<file path="src/rtl/demux_1_8_deser.sv">
// Serial-to-parallel deserializer: one bit per handshake is steered into lane cnt;
// a completed word is held in d (lane 0 = first bit) until the consumer takes it.
module demux_1_8_deser #(
  parameter int WIDTH = 8
) (
  input  logic                     clk,
  input  logic                     rst_n,
  input  logic                     in_bit,
  input  logic                     in_valid,
  output logic                     in_ready,
  input  logic                     flush,
  output logic [0:WIDTH-1]         d,
  output logic                     out_valid,
  input  logic                     out_ready,
  output logic [$clog2(WIDTH)-1:0] sel
);

  localparam int CW = $clog2(WIDTH);
  localparam logic [CW-1:0] LAST = CW'(WIDTH - 1);

  typedef enum logic {FILL, HOLD} state_t;

  state_t         state;
  logic           started;
  logic [CW-1:0]  cnt;
  logic [0:WIDTH-1] fill;
  logic [0:WIDTH-1] word_next;
  logic           last_lane;
  logic           in_fire;
  logic           out_fire;
  logic           complete;

  // Counter wraps at WIDTH-1 so non-power-of-two widths never index past the last lane.
  function automatic logic [CW-1:0] cnt_inc(input logic [CW-1:0] c);
    return (c == LAST) ? '0 : c + 1'b1;
  endfunction

  assign last_lane = (cnt == LAST);
  assign out_valid = (state == HOLD);
  // Only the completing bit has to wait for the holding register to drain.
  assign in_ready  = started & (~out_valid | out_ready | ~last_lane);
  assign in_fire   = in_valid & in_ready & ~flush;
  assign out_fire  = out_valid & out_ready;
  assign complete  = in_fire & last_lane;
  assign sel       = cnt;

  always_comb begin
    word_next      = fill;
    word_next[cnt] = in_bit;
  end

  always_ff @(posedge clk or negedge rst_n) begin
    if (!rst_n) begin
      state   <= FILL;
      started <= 1'b0;
      cnt     <= '0;
      fill    <= '0;
      d       <= '0;
    end else begin
      started <= 1'b1;
      if (flush) begin
        cnt  <= '0;
        fill <= '0;
      end else if (in_fire) begin
        cnt  <= cnt_inc(cnt);
        fill <= complete ? '0 : word_next;
      end
      // A word completing in the same cycle as out_fire replaces d with no bubble.
      if (complete) begin
        d     <= word_next;
        state <= HOLD;
      end else if (out_fire) begin
        state <= FILL;
      end
    end
  end

endmodule

</file>
<file path="config.mk">
export PLATFORM = sky130hd
export DESIGN_NAME = demux_1_8_deser
export DESIGN_NICKNAME = d
export VERILOG_FILES = /design/src/rtl/demux_1_8_deser.sv
export SDC_FILE = /design/constraint.sdc
export NUM_CORES = 1
export LEC_CHECK = 0
export ABC_CLOCK_PERIOD_IN_PS = 3800
export CAP_MARGIN = 20
export CORE_UTILIZATION = 45
export DETAILED_ROUTE_END_ITERATION = 7
export PLACE_DENSITY_LB_ADDON = 0.12
export SETUP_SLACK_MARGIN = 0.05
export SKIP_CTS_REPAIR_TIMING = 1
export SYNTH_ARGS = -nofsm -noshare
export SYNTH_HDL_FRONTEND = slang
export SYNTH_SLANG_ARGS = --single-unit
export TNS_END_PERCENT = 50
</file>
<file path="constraint.sdc">
create_clock -name clk -period 3.8 [get_ports clk]
set_input_delay 0.76 -clock clk [delete_from_list [all_inputs] [get_ports clk]]
set_output_delay 0.76 -clock clk [all_outputs]
set_load 0.005 [all_outputs]
</file>
# After elaboration in Yosys (flattened, before gate mapping)
# Index checks and enable logic that the tools add are counted.
dict set report totals {
  elab_cells 34
  reg_bits 21
}
dict set report op_classes {
  addsub 1
  eq_ne 1
  magnitude_cmp 2
  n_mux 11
  n_bitwise 11
  reduce_logical 3
}
# op count
set ops {}
lappend ops {{two-way mux 8 bit} 3}
lappend ops {{two-way mux 3 bit} 3}
lappend ops {{bitwise mux 8 bit} 1}
lappend ops {{bitwise AND 1 bit} 5}
lappend ops {{>= comparator 4 bit, second input constant} 1}
lappend ops {{less-than comparator 4 x 1 -> 1 bit, second input constant} 1}
lappend ops {{inverter 3 -> 4 bit} 1}
lappend ops {{nonzero test 2 bit} 2}
lappend ops {{adder 3 x 1 -> 3 bit, second input constant} 1}
lappend ops {{demux 1 bit (select 3 bit)} 1}
lappend ops {{equality test 3 bit, second input constant} 1}
lappend ops {{two-way mux 1 bit} 3}
lappend ops {{inverter 1 bit} 3}
lappend ops {{bitwise OR 1 bit} 2}
lappend ops {{logical AND 1 bit} 1}

# Longest topological paths before layout
dict set report depth {
  word_depth 10
  ltp_mapped 5
  mapped_depth_nobuf 5
}

# Worst setup path after synthesis
# Ideal clock, no wire load.
dict set report synth_timing {
  path_type {input -> register}
  startpoint {in flush}
  endpoint {reg d[0] (netlist name)}
  arrival_ns 1.803
  path_buffers 1
  stages 3
  setup_slack_ns 1.872
  cell_sequence {clkbuf_1 > nor4b_4 > mux2_2}
}
dict set report synth_via {
  elab_chain_len 3
}
# item line_no
set synth_lines {}
lappend synth_lines {{start: declaration} 11} ;# input logic flush,
lappend synth_lines {{inverter 1 bit} 42} ;# assign in_fire = in_valid & in_ready & ~flush;
lappend synth_lines {{bitwise AND 1 bit} 42}
lappend synth_lines {{bitwise AND 1 bit} 44} ;# assign complete = in_fire & last_lane;
lappend synth_lines {{end signal: assignment} 70} ;# d <= word_next;
lappend synth_lines {{end: declaration} 12} ;# output logic [0:WIDTH-1] d,
# No other way between the ends.
# A chain may end at the register's enable or synchronous reset.

# Worst setup path in the final report
dict set report layout_timing {
  startpoint {reg cnt[0] (netlist: sel[0])}
  endpoint {out in_ready}
}
dict set report layout_via {
  elab_chain_len 4
}
# item line_no
set layout_lines {}
lappend layout_lines {{start: declaration} 25} ;# logic [CW-1:0] cnt;
lappend layout_lines {{start signal: assignment} 65} ;# cnt <= cnt_inc(cnt);
lappend layout_lines {{equality test 3 bit} 38} ;# assign last_lane = (cnt == LAST);
lappend layout_lines {{inverter 1 bit} 41} ;# assign in_ready = started & (~out_valid | out_ready | ~last_lane);
lappend layout_lines {{bitwise OR 1 bit} 41}
lappend layout_lines {{bitwise AND 1 bit} 41}
lappend layout_lines {{end: declaration} 10} ;# output logic in_ready,
# No other way between the ends.

==> flow_summary.yaml <==
logic_synthesis:
  synthArstFlopShare: 1.00
  synthTopCellsByArea: "dfrtp_1 (52%), mux2_2 (12%), mux2i_1 (5.9%)"
  ys_types: 24
  synthFlopType: "dfrtp_1"
  syn-num-nets: 89
  synth-edff-count: 0
  yosysWarnings: 0
  synth_cells: 81
  synth_mux_area_frac: 0.182
  synth_top_cell_area_share: 0.520
  synth_top_family_by_area: "multiplexers"
  synth_common_cells: "dfrtp_1 (21), mux2_2 (11), mux2i_1 (6), a22o_1 (5)"
  yosysMostFrequentCell: "dfrtp_1"
  yosys.area_share.simple: 0.136
  syn_area_um2: 1010
  ys_ff_latch: 21
  synth_fa_ha_area_frac: 0.0248
  synth_xor_area_frac: 0
  ys_seq_area_frac: 0.520
  synth-compound-area-share: 0.103
  avgSynthCellArea_um2: 12.5
  yosysTopAreaCell: "dfrtp_1"
floorplanning:
  initial_core_util: 0.494
  rows: 16
  die_area_um2: 2440
  core_area_um2: 2040
  pin_count: 19
  die_h_um: 49.4
  dieWidth_um: 49.4
routing:
  viasPerCell: 5.28
  antenna_left: 0
  drt_wl_total_mm: 1.83
  wl_met3_um: 64
  drt-met1-wl_um: 921
  first_pass_iters: 4
  drc: 0
  top_layer: "met4"
  wl_met2_um: 829
  dr_total_vias: 665
  drt_iter0_drc: 10
  avgRoutedWirePerCell_um: 14.5
power:
  power.share.sequential: 0.628
  powerDensity_nw_per_um2: 297
  power.switching_w: 0.0000857
  ir_drop_uv: 271
  pwr-share-comb: 0.082
  clockPowerShare: 0.290
  swShare: 0.233
  leakage_nw: 0.565
  p_int_w: 0.000281
sta:
  relSlewSlack: 0.374
  rsz0062_at_grt: "false"
  whs_ns: 0.500
  setup_tns_ns: 0
  finalHoldViolCount: 0
  post-route-min-period_ns: 2.86
  clock_skew_ns: 0.00467
  finalCritPeriodShare: 0.751
  drv_slew: 0
  timing.fmax_ghz: 0.350
  max_slew.worst_pin.slew_ns: 0.937
  setup_viol: 0
critical_path:
  cp-start-kind: "flip-flop"
  r2r-start: "sel[0]$_DFFE_PN0P_"
  cp-end-kind: "output port"
  worstSetupPathType: "reg -> out"
  critPathLaunch: "sel[0]$_DFFE_PN0P_"
  required_ns: 3.04
  cp_max_fo: 11
  crit_arrival_ns: 2.10
final_layout:
  nets: 108
  n_antenna_cell: 0
  layout.cells.non_filler: 126
  finish.instance_area_um2: 1230
  area_delta_synth_final_pct: 22.3
  drive_above_1_share: 0.162
  final_util: 0.605
clock_tree:
  worstSkewPairLatency_ns: 0.30
  cts_made_buffers: 3
  htree_levels: 1
  root_buffer: "clkbuf_4"
  clockBufferDepth: 2
  cts_tree: "yes"
  clock-sinks: 21
  clk_pin_slew_ns: 0.11
global_route:
  antenna_found_initial: 0
  grt_pass1_wl_mm: 3.18
  groute.usage.overall: 0.174
  grt_overflow_total: 0
  grt_max_degree: 22
  grt_pass1_vias: 665
job:
  drv_cap: 0
worst_hold_path:
  hp-start: "fill[6]$_DFFE_PN0P_"
  hold_path.class: "reg -> reg"
placed_design:
  placed_cell_area_um2: 1210
  dp.cells: 122
  gp_congestion: 0.790
  port_buffers: 18
  place_hpwl_mm: 1.26
status:
  status: "completed"
## state kept, by name, indices dropped and copies added, names as in the netlist
name,count
out_valid,1
fill,8
sel,3
d,8
started,1
## logic make-up after synthesis
group           after synthesis
mux                          17
flops                        21
buf+inv                       8
fa+ha+maj                     2
compound gates               14
other cells                   1
simple gates                 18
## power by group through the flow
stage / clock network, W / logic (W) / registers [W]
2_1_floorplan: 0 / 0.0000156 / 0.000232
3_3_place_gp: 0 / 0.0000299 / 0.000235
3_5_place_dp: 0 / 0.0000305 / 0.000235
4_1_cts: 0.000110 / 0.0000306 / 0.000230
5_1_grt: 0.000118 / 0.0000338 / 0.000231
6_report: 0.000106 / 0.0000300 / 0.000230
## path summary, 6_finish.rpt
check,to,slack [ns],depth (start not counted)
max,in_ready,0.94,5
min,fill[6]$_DFFE_PN0P_,0.50,1
max reg2reg,d[3]$_DFFE_PN0P_,1.52,5
min reg2reg,fill[6]$_DFFE_PN0P_,0.50,1
max in group asynchronous,fill[3]$_DFFE_PN0P_,2.26,1
min in group asynchronous,d[5]$_DFFE_PN0P_,0.97,1
## metrics by stage
step | worst slack, ns | total power, W
2_1_floorplan | 1.87 | 0.000248
3_3_place_gp | 1.03 | 0.000265
3_5_place_dp | 1.01 | 0.000265
4_1_cts | 0.933 | 0.000371
5_1_grt | 0.824 | 0.000383
6_report | 0.944 | 0.000367
## worst max-delay path, cell delays in order (launching register included)
cell	delay, ns
dfrtp_1	0.52
ha_1	0.26
ha_1	0.23
nand3b_1	0.16
and2_1	0.14
clkdlybuf4s50_1	0.49
## layout make-up
cell class / instances / area (µm²)
Multi-Input combinational cell: 52 / 454
Tap cell: 27 / 33.8
Fill cell: 183 / 807
Clock buffer: 4 / 26.3
Inverter: 4 / 15.0
Timing Repair Buffer: 18 / 180
Sequential cell: 21 / 526
## per-layer routing
metal | global-route usage | vias up
met5 | 0 | -
met4 | 0.0429 | 0
met3 | 0.0498 | 2
met2 | 0.281 | 13
met1 | 0.229 | 314
li1 | - | 336
## placed cells by master (no fill, tap or decap), drive strengths merged
cell type	synthesis	layout
clkbuf	4	4
mux2i	6	6
o2bb2ai	3	3
o21ai	2	2
or3	1	1
inv	4	4
nand3b	4	4
mux2	11	11
a21oi	2	2
and2	1	1
conb	1	1
nor4b	1	1
a31oi	1	1
clkdlybuf4s50	0	18
dfrtp	21	21
nand2b	1	1
and3b	1	1
nor3b	3	3
nor3	2	2
nand4	2	2
o31ai	1	1
a22o	5	5
nand3	1	1
nand2	1	1
ha	2	2
(Power assumes the default switching activity.)
==> RTL change 1, RTL diff (same flow settings) <==
Set the parameter `WIDTH` to 16 (it was 8).
--- a/src/rtl/demux_1_8_deser.sv
+++ b/src/rtl/demux_1_8_deser.sv
@@ -1,7 +1,7 @@
 // Serial-to-parallel deserializer: one bit per handshake is steered into lane cnt;
 // a completed word is held in d (lane 0 = first bit) until the consumer takes it.
 module demux_1_8_deser #(
-  parameter int WIDTH = 8
+  parameter int WIDTH = 16
 ) (
   input  logic                     clk,
   input  logic                     rst_n,
Interface: changed (resized d and sel); port bits go from 19 to 28. The function was not compared with the original's and may differ.
==> RTL change 1 against the original RTL <==
  * Clock power increased to 2.6 times the old value
  * Critical path depth decreased by 1
  * Cell count increased by 110%
  * Largest power group unchanged
  * Routed wire length increased by 140%
  * Register-to-register slack got worse by 0.20 ns
  * Via count increased by 140%
  * Worst setup slack got worse by 0.11 ns
  * Design area increased by 98%
  * Fmax decreased by 3.7%
  * Die area increased by 100%
  * Synthesized area increased by 110%
  * Count of clock-buffer cells in the layout increased by 3
  * Sequential cell count increased by 16
  * Power increased by 98%
==> RTL change 1: results (changes against the original RTL) <==
Slew @ Worst Pin -> 0.818 ns (-0.119 ns)
Largest net degree at the start of global routing -> 38 (+73%)
CP arrival -> 2.21 ns (+0.11 ns)
CTS Buf Count -> 5 (+2)
Post-synthesis mux area share -> 0.194 (+0.0119)
Compound-Gate Fraction of Synth Area -> 0.0913 (-0.0115)
First-pass GRT wire length -> 7710 µm (+140%)
Final WL -> 4450 µm (+140%)
Commonest cells in the netlist -> 37 x dfrtp_1, 21 x mux2_2, 18 x inv_1
Worst r2r src -> sel[3]
Path depth of the worst reg2reg path -> 3 (-2)
CP max stage delay -> 0.85 ns (+0.33 ns)
Leakage -> 0.00103 µW (+83%)
Number of port buffers -> 27 (+9)
Mapped Nets -> 201 (+130%)
Reg2Reg Capture Point -> fill[14]
Status -> finished, final reports clean
Post-synthesis adder-cell area fraction -> 0.0239 (-0.000903)
Setup WS pre-CTS -> 0.948 ns (-0.0591 ns)
Gp weighted congestion -> 0.793 (+0.43%)
Unique masters post-synth -> 35 (+46%)
Worst setup path startpoint -> sel[3]
Sequential element share of the synthesized area -> 0.442 (-0.0787)
Final HPWL DP -> 2950 µm (+130%)
R2R setup slack -> 1.32 ns (-0.20 ns)
CTS clk-pin slew, worst paths -> 0.07 ns (-0.04 ns)
H-tree depth -> 2 (+1)
Clk Latency, worst-skew pair -> 0.28 ns (-0.02 ns)
Share of layout cells above drive strength 1 -> 0.207 (+0.0450)
Nets -> 223 (+110%)
GRT Total Usage -> 0.198 (+0.0240)
DR vias -> 1569 (+140%)
Top cells by area, synth -> dfrtp_1 44%, mux2_2 11%, mux2_4 7.2%
## RTL change 1: worst min-delay path by stage
stage          start    end  slack [ns]  cells past startpoint
6_report        d[0]   d[0]        0.51                      1
5_1_grt         d[0]   d[0]        0.54                      1
4_1_cts         d[6]   d[6]        0.51                      1
3_5_place_dp    d[6]   d[6]        0.49                      1
3_3_place_gp   d[13]  d[13]        0.49                      1
2_1_floorplan  rst_n   d[0]        0.46                      0
## RTL change 1: final cells by class
cell class | count | area [µm²]
clock buffers | 7 | 86.3
well taps | 52 | 65.1
inverters | 18 | 67.6
flip-flops and latches | 37 | 926
fillers | 379 | 1970
repair buffers | 30 | 288
multi-input cells | 121 | 1010
## RTL change 1: logic make-up after synthesis
group,after synthesis
buffers and inverters,33
muxes,33
DFF,37
adders and majority gates,4
other,1
AOI/OAI and AO/OA,25
and+or+nand+nor,58
## RTL change 1: where the power goes
group | switching, µW | internal, µW | total, µW
clock network | 131 | 144 | 275
registers | 3.59 | 396 | 400
logic | 31.3 | 19.3 | 50.6
total | 166 | 559 | 726
## RTL change 1: stage by stage
step | area (µm²) | utilization | power [µW] | hold slack (ns) | std cells
global placement | 2350 | 0.533 | 457 | 0.491 | 258
CTS | 2440 | 0.553 | 735 | 0.515 | 265
finish | 2440 | 0.553 | 726 | 0.509 | 265
global route | 2440 | 0.553 | 758 | 0.535 | 265
floorplan | 2100 | - | 433 | 0.464 | 191
detailed placement | 2350 | 0.533 | 458 | 0.492 | 258
## RTL change 1: layer usage
metal	GRT usage	wire, µm	up-vias
met4	0.0489	46	0
met5	0	0	-
li1	-	-	739
met2	0.324	2150	31
met1	0.264	2100	793
met3	0.0462	157	6
==> RTL change 2, RTL diff (config.mk and constraints unchanged) <==
Without the edit above. Reset style: synchronous (`rst_n`), changed in one clocked block.
--- a/src/rtl/demux_1_8_deser.sv
+++ b/src/rtl/demux_1_8_deser.sv
@@ -49,7 +49,7 @@
     word_next[cnt] = in_bit;
   end
 
-  always_ff @(posedge clk or negedge rst_n) begin
+  always_ff @(posedge clk) begin
     if (!rst_n) begin
       state   <= FILL;
       started <= 1'b0;
Formal check against the unedited RTL: differs if rst_n is asserted again (counterexample within 4 cycles, from zero or initial values and one cycle with rst_n low); with rst_n held inactive, the same outputs for 10 cycles.
==> RTL change 2 against the original RTL <==
  * Sequential cell count unchanged
  * Synthesized area rose by 7.3%
  * Design area grew 2.7%
  * Combinational power shrank 29%
  * Worst setup slack worse by 0.45 ns
  * Count of clock-buffer cells in the layout did not move
  * Power decreased by 3.9%
  * Routed wire length rose by 16%
  * Highest routed layer unchanged
==> RTL change 2: results (changes against the original RTL) <==
Final WL -> 2120 µm (+16%)
CP arrival -> 2.55 ns (+0.45 ns)
Mapped Nets -> 100 (+12%)
Clock Path Buffers -> 2 (unchanged)
GRT Total Usage -> 0.184 (+0.00987)
DR iter-0 viols -> 13 (+3)
Final-layout fill cell count -> 200 (+9.3%)
Initial antenna violation count -> 0 (unchanged)
First-pass GRT wire length -> 3410 µm (+7.2%)
Final HPWL DP -> 1500 µm (+19%)
Slew HR -> 0.616 (+0.243)
Largest net degree at the start of global routing -> 14 (-36%)
Max FO, Critical Path -> 13 (+2)
Clk Latency, worst-skew pair -> 0.31 ns
Max VDD drop -> 0.244 mV (-10%)
Slowest cell on crit path -> dfxtp_1
Setup WS pre-CTS -> 0.817 ns (-0.190 ns)
Sequential element share of the synthesized area -> 0.388 (-0.132)
Source of the worst hold timing path -> fill[2]
Clock skew -> 0.00619 ns (+0.00152 ns)
CP max stage delay -> 0.65 ns (+0.13 ns)
Drt via density -> 6.02 (+14%)
Gp weighted congestion -> 0.728 (-7.8%)
Nets -> 116 (+7.4%)
Vias in the first global route -> 724 (+8.9%)
Multi-input gate area -> 603 µm² (+33%)
Share of layout cells above drive strength 1 -> 0.234 (+0.0720)
Status -> finished, final reports clean
Leakage -> 0.000634 µW (+12%)
Worst r2r src -> sel[0]
Commonest cells in the netlist -> 21 x dfxtp_1, 8 x a31o_2, 8 x a32o_1, 8 x o211a_1, 5 x mux2_4
Ys async rst share -> 0 (-1.00)
Top cells by area, synth -> dfxtp_1 39%, a32o_1 7.4%, o211a_1 7.4%
RTL change 2: per-stage QoR:
| step | area [µm²] | total power, µW | hold slack (ns) | std cells | utilization |
|---|---|---|---|---|---|
| after floorplan | 1080 | 239 | 0.462 | 92 | - |
| after global placement | 1240 | 249 | 0.472 | 131 | 0.556 |
| after detailed placement | 1240 | 249 | 0.478 | 131 | 0.556 |
| after CTS | 1270 | 355 | 0.505 | 135 | 0.568 |
| after global routing | 1270 | 365 | 0.542 | 135 | 0.568 |
| final | 1270 | 352 | 0.502 | 135 | 0.568 |
RTL change 2: cells by family after synthesis:
group | Yosys count | share of synthesized area
muxes | 8 | 0.100
DFF | 21 | 0.388
and+or+nand+nor | 22 | 0.188
buffers and inverters | 8 | 0.0554
AOI/OAI and AO/OA | 31 | 0.245
adders and majority gates | 2 | 0.0231
RTL change 2: report_power, final:
part           internal, µW  switching (µW)  total (µW)  leakage [µW]
Clock                  41.0            67.7         109     0.0000150
Combinational          9.90            11.4        21.3      0.000449
Sequential              221            1.47         222      0.000170
RTL change 2: area by class of cell:
type	count	share of cell area
flip-flops and latches	21	0.331
well taps	28	0.0276
repair buffers	18	0.142
clock buffers	4	0.0207
multi-input cells	63	0.475
inverters	1	0.00296
RTL change 2: path summary, 6_finish.rpt:
path	to	slack, ns	cells past startpoint
max	in_ready	0.49	5
min	fill[2]	0.50	1
max reg2reg	fill[0]	1.65	5
min reg2reg	fill[2]	0.50	1
RTL change 2: worst max-delay path: cells and delay by family, from the launching register on:
kind / cells / cell delay, ns
flip-flops: 1 / 0.65
AND/OR/NAND/NOR: 2 / 0.44
adder cells (fa/ha/maj): 2 / 0.71
buffers and inverters: 1 / 0.43
RTL change 2: routing by layer:
layer	track usage	part of all wire	wire length, µm	up-vias
li1	-	-	-	392
met3	0.0357	0.026	56	5
met5	0	0	0	-
met2	0.285	0.48	1010	14
met4	0.0972	0.019	40	0
met1	0.239	0.48	1010	402
